===== config.mk =====
export PLATFORM = sky130hd
export DESIGN_NAME = piso_shift_register_flat
export DESIGN_NICKNAME = d
export VERILOG_FILES = /design/src/rtl/piso_pkg.sv /design/src/rtl/piso_shift_register_if.sv /design/src/rtl/piso_bit_counter.sv /design/src/rtl/piso_shift_register.sv /design/src/flat_wrapper.sv
export SDC_FILE = /design/constraint.sdc
export NUM_CORES = 1
export LEC_CHECK = 0
export ABC_CLOCK_PERIOD_IN_PS = 1730
export BUFFER_PORTS_ARGS = -buffer_cell sky130_fd_sc_hd__clkbuf_2
export CORE_AREA = 2 2 39 41
export CTS_CLUSTER_SIZE = 28
export DETAILED_ROUTE_END_ITERATION = 10
export DIE_AREA = 0 0 41 43
export PLACE_DENSITY = 0.68
export SYNTH_ARGS = -nofsm -noshare
export SYNTH_HDL_FRONTEND = slang
export SYNTH_SLANG_ARGS = --single-unit

===== constraint.sdc =====
create_clock -name clk -period 1.73 [get_ports clk]
set_clock_uncertainty 0.15 [all_clocks]
set_input_delay 0.0865 -clock clk [delete_from_list [all_inputs] [get_ports clk]]
set_output_delay 0.0865 -clock clk [all_outputs]
set_load 0.01 [all_outputs]

===== src/rtl/piso_pkg.sv =====
// Shared types and frame-geometry helpers for the PISO shift register.
// Optional macro PISO_PARITY_EN appends an even-parity bit to every frame.
`timescale 1ns/1ps
package piso_pkg;

  typedef enum logic {
    IDLE  = 1'b0,
    SHIFT = 1'b1
  } state_e;

  // Bits emitted per accepted word: the data bits, plus parity when enabled.
  function automatic int frame_len(input int width);
`ifdef PISO_PARITY_EN
    return width + 1;
`else
    return width;
`endif
  endfunction

  // Counter must be able to hold FRAME-1; sized for FRAME to leave headroom.
  function automatic int cnt_width(input int frame);
    return $clog2(frame + 1);
  endfunction

endpackage


===== src/rtl/piso_shift_register_if.sv =====
// Load handshake and serial output bundle of the PISO shift register.
`timescale 1ns/1ps
interface piso_shift_register_if #(
  parameter int N = 4
);
  logic         load_valid;
  logic         load_ready;
  logic [N-1:0] din;
  logic         sout;
  logic         sout_valid;
  logic         last;

  modport slave (
    input  load_valid, din,
    output load_ready, sout, sout_valid, last
  );

  modport master (
    output load_valid, din,
    input  load_ready, sout, sout_valid, last
  );
endinterface


===== src/rtl/piso_bit_counter.sv =====
// Frame bit counter: clears on accept or frame end, counts while shifting,
// and flags the final bit of the frame through o_tc.
`timescale 1ns/1ps
module piso_bit_counter #(
  parameter int FRAME = 4,
  parameter int CW    = 3
) (
  input  logic clk,
  input  logic rst,
  input  logic i_clear,
  input  logic i_en,
  output logic o_tc
);

  logic [CW-1:0] r_cnt;

  // NOTE: sequential state uses non-blocking assignments so every register
  // samples pre-edge values, independent of process evaluation order.
  always_ff @(posedge clk or posedge rst) begin
    if (rst) begin
      r_cnt <= '0;
    end else if (i_clear) begin
      r_cnt <= '0;
    end else if (i_en) begin
      r_cnt <= r_cnt + 1'b1;
    end
  end

  assign o_tc = (r_cnt == CW'(FRAME - 1));

endmodule


===== src/rtl/piso_shift_register.sv =====
// Parallel-in, serial-out register with valid/ready load and gapless reload.
// Define PISO_PARITY_EN to append an even-parity bit after the data bits.
`timescale 1ns/1ps
module piso_shift_register
  import piso_pkg::*;
#(
  parameter int n         = 4,
  parameter bit MSB_FIRST = 1'b1
) (
  input logic                   clk,
  input logic                   rst,
  piso_shift_register_if.slave  bus
);

  localparam int FRAME = frame_len(n);
  localparam int CW    = cnt_width(FRAME);

  state_e         r_state;
  state_e         w_next_state;
  logic [n-1:0]   r_sreg;
  logic           w_accept;
  logic           w_tc;
  logic           w_shifting;
  logic           w_load_ready;
  logic           w_sout_valid;
  logic           w_last;
  logic           w_sout;
  logic           w_data_bit;
  logic           w_cnt_clear;

`ifdef PISO_PARITY_EN
  logic           r_parity;
`endif

  assign w_shifting  = (r_state == SHIFT);
  assign w_accept    = bus.load_valid && w_load_ready;
  assign w_data_bit  = MSB_FIRST ? r_sreg[n-1] : r_sreg[0];
  // Restart the count on every accept, and park it at zero when a frame ends.
  assign w_cnt_clear = w_accept || (w_shifting && w_tc);

  always_ff @(posedge clk or posedge rst) begin
    if (rst) begin
      r_state <= IDLE;
    end else begin
      r_state <= w_next_state;
    end
  end

  // NOTE: every combinational output gets a default first, so no path
  // through the case leaves it unassigned and no latch is inferred.
  always_comb begin
    w_next_state = r_state;
    unique case (r_state)
      IDLE:  if (w_accept)           w_next_state = SHIFT;
      SHIFT: if (w_tc && !w_accept)  w_next_state = IDLE;
      default:                       w_next_state = IDLE;
    endcase
  end

  always_comb begin
    w_sout_valid = w_shifting;
    w_last       = w_shifting && w_tc;
    // Gated by rst so nothing is accepted while reset is held.
    w_load_ready = !rst && (!w_shifting || w_last);
    w_sout       = 1'b0;
    if (w_sout_valid) begin
`ifdef PISO_PARITY_EN
      w_sout = w_tc ? r_parity : w_data_bit;
`else
      w_sout = w_data_bit;
`endif
    end
  end

  always_ff @(posedge clk or posedge rst) begin
    if (rst) begin
      r_sreg <= '0;
    end else if (w_accept) begin
      r_sreg <= bus.din;
    end else if (w_shifting) begin
      r_sreg <= MSB_FIRST ? {r_sreg[n-2:0], 1'b0} : {1'b0, r_sreg[n-1:1]};
    end
  end

`ifdef PISO_PARITY_EN
  // Parity is latched with the word, because the shifter empties before the
  // parity bit goes out.
  always_ff @(posedge clk or posedge rst) begin
    if (rst) begin
      r_parity <= 1'b0;
    end else if (w_accept) begin
      r_parity <= ^bus.din;
    end
  end
`endif

  piso_bit_counter #(
    .FRAME (FRAME),
    .CW    (CW)
  ) u_bit_counter (
    .clk     (clk),
    .rst     (rst),
    .i_clear (w_cnt_clear),
    .i_en    (w_shifting),
    .o_tc    (w_tc)
  );

  assign bus.load_ready = w_load_ready;
  assign bus.sout       = w_sout;
  assign bus.sout_valid = w_sout_valid;
  assign bus.last       = w_last;

endmodule


===== src/flat_wrapper.sv =====
// flat-port wrapper written by rule: the top's interface ports become plain ports
module piso_shift_register_flat import piso_pkg::*;
#(
  parameter int n         = 4,
  parameter bit MSB_FIRST = 1'b1
)
  (clk, rst, bus_load_valid, bus_din, bus_load_ready, bus_sout, bus_sout_valid, bus_last);
  piso_shift_register_if #(.N((4))) bus_i ();
  input logic clk;
  input logic rst;
  input wire logic [$bits(bus_i.load_valid)-1:0] bus_load_valid;
  input wire logic [$bits(bus_i.din)-1:0] bus_din;
  output wire logic [$bits(bus_i.load_ready)-1:0] bus_load_ready;
  output wire logic [$bits(bus_i.sout)-1:0] bus_sout;
  output wire logic [$bits(bus_i.sout_valid)-1:0] bus_sout_valid;
  output wire logic [$bits(bus_i.last)-1:0] bus_last;
  assign bus_i.load_valid = bus_load_valid;
  assign bus_i.din = bus_din;
  assign bus_load_ready = bus_i.load_ready;
  assign bus_sout = bus_i.sout;
  assign bus_sout_valid = bus_i.sout_valid;
  assign bus_last = bus_i.last;
  piso_shift_register #(.n(n), .MSB_FIRST(MSB_FIRST)) u_core (.clk(clk), .rst(rst), .bus(bus_i));
endmodule

==> metrics.txt <==
# TYPE chip_impl_metric gauge
chip_impl_metric{name="min_period_over_period",unit="%"} 96.1
chip_impl_metric{name="hold_ws",unit="ns"} 0.153
chip_impl_metric{name="syn_area_per_cell",unit="um^2"} 12.7
chip_impl_info{name="timing.hold.worst.start",value="bus_load_valid"} 1
chip_impl_metric{name="final_layout_size_suffix_gt1_share",unit="%"} 46.4
chip_impl_metric{name="dp.final_hpwl",unit="um"} 523
chip_impl_info{name="startpoint_type",value="flop"} 1
chip_impl_info{name="setup.worst_path.end_class",value="flop"} 1
chip_impl_metric{name="detail_route.vias_per_cell",unit=""} 4.49
chip_impl_metric{name="gpl.final_weighted_congestion",unit=""} 0.652
chip_impl_metric{name="drtPass1Iterations",unit=""} 2
chip_impl_info{name="cp_startpoint",value="u_core.u_bit_counter.r_cnt[0]$_DFFE_PP0P_"} 1
chip_impl_metric{name="cap_violations",unit=""} 0
chip_impl_metric{name="cp_num_buf_inv",unit=""} 0
chip_impl_metric{name="cts_max_path_buffers",unit=""} 2
chip_impl_metric{name="grt.total_usage",unit="%"} 11.1
chip_impl_metric{name="final_wirelength",unit="um"} 746
chip_impl_metric{name="netlist.area_leader.share",unit="%"} 44.9
chip_impl_info{name="critical_path.reg2reg.startpoint",value="u_core.u_bit_counter.r_cnt[0]$_DFFE_PP0P_"} 1
chip_impl_metric{name="effective_utilization_at_floorplan",unit="%"} 32.2
chip_impl_metric{name="p_per_area",unit="mW/mm^2"} 1540
chip_impl_metric{name="power.static_leakage",unit="nW"} 0.304
chip_impl_metric{name="final.min_clock_period",unit="ns"} 1.66
chip_impl_info{name="cpMaxStageDelayCell",value="dfrtp_1"} 1
chip_impl_metric{name="setup_viol_count_final",unit=""} 0
chip_impl_info{name="timing.rr.end",value="u_core.r_sreg[1]$_DFFE_PP0P_"} 1
chip_impl_info{name="cts_tree",value="yes"} 1
chip_impl_metric{name="vdd_drop_max",unit="V"} 0.000777
chip_impl_metric{name="stdcell_count",unit=""} 72
chip_impl_info{name="rsz0062_at_grt",value="false"} 1
chip_impl_metric{name="number_of_hold_slack_violations_in_the_final_timing_report",unit=""} 0
chip_impl_metric{name="globalRoute.totalOverflow",unit=""} 0
chip_impl_metric{name="hold_depth",unit=""} 3
chip_impl_info{name="worst_hold_path_type",value="input port to flop"} 1
chip_impl_info{name="synth_flop_cell",value="dfrtp_1"} 1
chip_impl_metric{name="syn-instance-count",unit=""} 35
chip_impl_metric{name="synth-async-reset-ratio",unit="%"} 100
chip_impl_info{name="clock_tree.root_cell",value="clkbuf_4"} 1
chip_impl_metric{name="htreeDepth",unit=""} 1
chip_impl_info{name="critical_path.cell_chain",value="ha_2, ha_4, nand2b_4, and3_4, mux2_4"} 1
chip_impl_info{name="synth.area.top_cells",value="dfrtp_1 45%, mux2_4 13%, mux2_1 7.6%"} 1
chip_impl_info{name="netlist.top_cell.by_area",value="dfrtp_1"} 1
chip_impl_metric{name="final_core_util",unit="%"} 44.7
chip_impl_metric{name="std_cell_rows",unit=""} 14
chip_impl_metric{name="cts.sinks",unit=""} 8
chip_impl_metric{name="die_y",unit="um"} 43
chip_impl_info{name="synthMostInstantiatedCell",value="dfrtp_1"} 1
chip_impl_metric{name="final-max-slew-violation-count",unit=""} 0
chip_impl_metric{name="grt_start_max_net_pins",unit=""} 13
chip_impl_metric{name="critical_path_arrival",unit="ns"} 1.64
chip_impl_metric{name="detail_route.drc_violations",unit=""} 0
chip_impl_metric{name="timing.setup.tns",unit="ns"} 0
chip_impl_metric{name="core-area",unit="mm^2"} 0.00138
chip_impl_metric{name="grt_antenna_before_repair",unit=""} 0
chip_impl_info{name="post_synth_top_cells",value="8 x dfrtp_1, 4 x mux2_4, 3 x mux2_1"} 1
chip_impl_metric{name="drtAntennaViolNets",unit=""} 0
chip_impl_info{name="setup.worst_path.class",value="flop to flop"} 1
chip_impl_info{name="status",value="finished, final reports clean"} 1
chip_impl_metric{name="number_of_enable_flip_flop_cells_after_synthesis",unit=""} 0
chip_impl_metric{name="worstRegToRegCells",unit=""} 5
chip_impl_metric{name="detailroute.via_count",unit=""} 323
chip_impl_metric{name="setup_slack",unit="ns"} 0.0679
chip_impl_metric{name="pre_cts_setup_slack",unit="ns"} 0.0157
chip_impl_metric{name="wire_length_of_the_first_global_routing_pass",unit="um"} 1280
chip_impl_metric{name="top_level_ports",unit=""} 11
chip_impl_metric{name="grt_pass1_vias",unit=""} 318
chip_impl_metric{name="clock_insertion_delay_worst_skew",unit="ns"} 0.25
chip_impl_metric{name="average_wire_per_standard_cell",unit="um"} 10.4
chip_impl_metric{name="timing.critical_path.required",unit="ns"} 1.71
chip_impl_metric{name="maxClockFrequency",unit="MHz"} 602
chip_impl_metric{name="worst_slew_margin_rel",unit="%"} 73.5
chip_impl_metric{name="path_clk_slew",unit="ns"} 0.05
chip_impl_metric{name="synth-seq-cells",unit=""} 8
chip_impl_metric{name="diodes",unit=""} 0
chip_impl_metric{name="area_overhead_vs_synth",unit="%"} 38.8
chip_impl_metric{name="worst_slew_pin_slew",unit="ns"} 0.397
chip_impl_metric{name="portBuffers",unit=""} 10
chip_impl_metric{name="postSynthNetCount",unit=""} 44
chip_impl_metric{name="combined_area_of_all_synthesized_cells",unit="um^2"} 445
chip_impl_metric{name="yosysUniqueCellTypes",unit=""} 17
chip_impl_metric{name="placedCellCount",unit=""} 62
chip_impl_info{name="timing.hold.worst_endpoint",value="u_core.u_bit_counter.r_cnt[2]$_DFFE_PP0P_"} 1
chip_impl_metric{name="nNetsFinal",unit=""} 67
chip_impl_metric{name="die_width",unit="um"} 41
chip_impl_metric{name="cpPeakStageDelay",unit="ns"} 0.38
chip_impl_metric{name="yosys_warnings",unit=""} 0
chip_impl_metric{name="drt_iter0_drc",unit=""} 5
chip_impl_metric{name="dieArea",unit="mm^2"} 0.00176
chip_impl_metric{name="synth_seq_area_share",unit="%"} 44.9
chip_impl_info{name="path_delay_family",value="flip-flops"} 1
chip_impl_metric{name="cts_made_buffers",unit=""} 3
chip_impl_metric{name="timing.critical_path.fanout_max",unit=""} 8
chip_impl_metric{name="timing.reg2reg.setup_slack",unit="ns"} 0.07
[kinds of logic after synthesis]
kind of cell | count (synthesis) | share of synthesized area [%]
AOI/OAI and AO/OA | 3 | 4.49
adders and majority gates | 2 | 5.62
buffers and inverters | 4 | 6.74
DFF | 8 | 44.9
muxes | 7 | 21.1
and+or+nand+nor | 11 | 17.1
[report_power, final]
part           internal, W  leakage (nW)  switching [W]  total (W)
sequential        0.000270         0.101      0.0000720   0.000342
clock            0.0000789        0.0138      0.0000570   0.000136
combinational     0.000299         0.189       0.000174   0.000473
total             0.000648         0.304       0.000303   0.000952
[per-layer routing]
| layer | vias to the layer above | GRT usage, % | part of all wire, % |
|---|---|---|---|
| met2 | 8 | 16.6 | 49 |
| met5 | - | 0 | 0 |
| li1 | 161 | - | - |
| met3 | 2 | 4.71 | 3.9 |
| met4 | 0 | 6.00 | 1.9 |
| met1 | 152 | 12.7 | 45 |
[cells in the final DEF (no fill, tap or decap), drive strengths merged, types with 2 or more instances in the layout]
cell type / count
and2: 2
dfrtp: 8
mux2: 7
nor2b: 2
nand2b: 3
inv: 2
clkbuf: 13
dlygate4sd3: 5
buf: 5
ha: 2
[sequential cells by signal, summed over array words and instances (netlist names)]
name	count
u_core.u_bit_counter.r_cnt	3
u_core.bus.sout_valid	1
u_core.r_sreg	4
[worst reg2reg max path, cell delays in order (launching register included)]
cell and delay (ns):
dfrtp_1 0.38, ha_2 0.21, ha_4 0.16, nand2b_4 0.13, and3_4 0.22, mux2_4 0.30
[timing repair]
action,in CTS,in global routing
buffers inserted,0,2
resized for setup,0,2
endpoints found under the hold margin,12,0
hold buffers,5,0
endpoints found under the setup margin,0,5
[cell type report]
cell class / instances / area [um^2]
tap: 16 / 20.0
inverter: 2 / 7.51
clock buffer: 3 / 22.5
fill: 138 / 766
sequential: 8 / 200
multi-input combinational: 23 / 230
timing repair buffer: 20 / 138
[metrics by stage]
| stage | area, um^2 | total power [W] |
|---|---|---|
| 2_1_floorplan | 448 | 0.000658 |
| 3_3_place_gp | 518 | 0.000743 |
| 3_5_place_dp | 518 | 0.000762 |
| 4_1_cts | 591 | 0.000915 |
| 5_1_grt | 618 | 0.00104 |
| 6_report | 618 | 0.000952 |
[worst max-delay path by stage]
stage	end	cells past startpoint	slack, ns
floorplan	u_core.r_sreg[0]$_DFFE_PP0P_	6	0.002
global placement	u_core.r_sreg[3]$_DFFE_PP0P_	5	0.05
detailed placement	u_core.r_sreg[3]$_DFFE_PP0P_	5	0.02
CTS	u_core.r_sreg[3]$_DFFE_PP0P_	5	0.008
global route	u_core.r_sreg[3]$_DFFE_PP0P_	5	0.02
finish	u_core.r_sreg[1]$_DFFE_PP0P_	5	0.07
No activity file was read; power rests on OpenSTA's default activity.
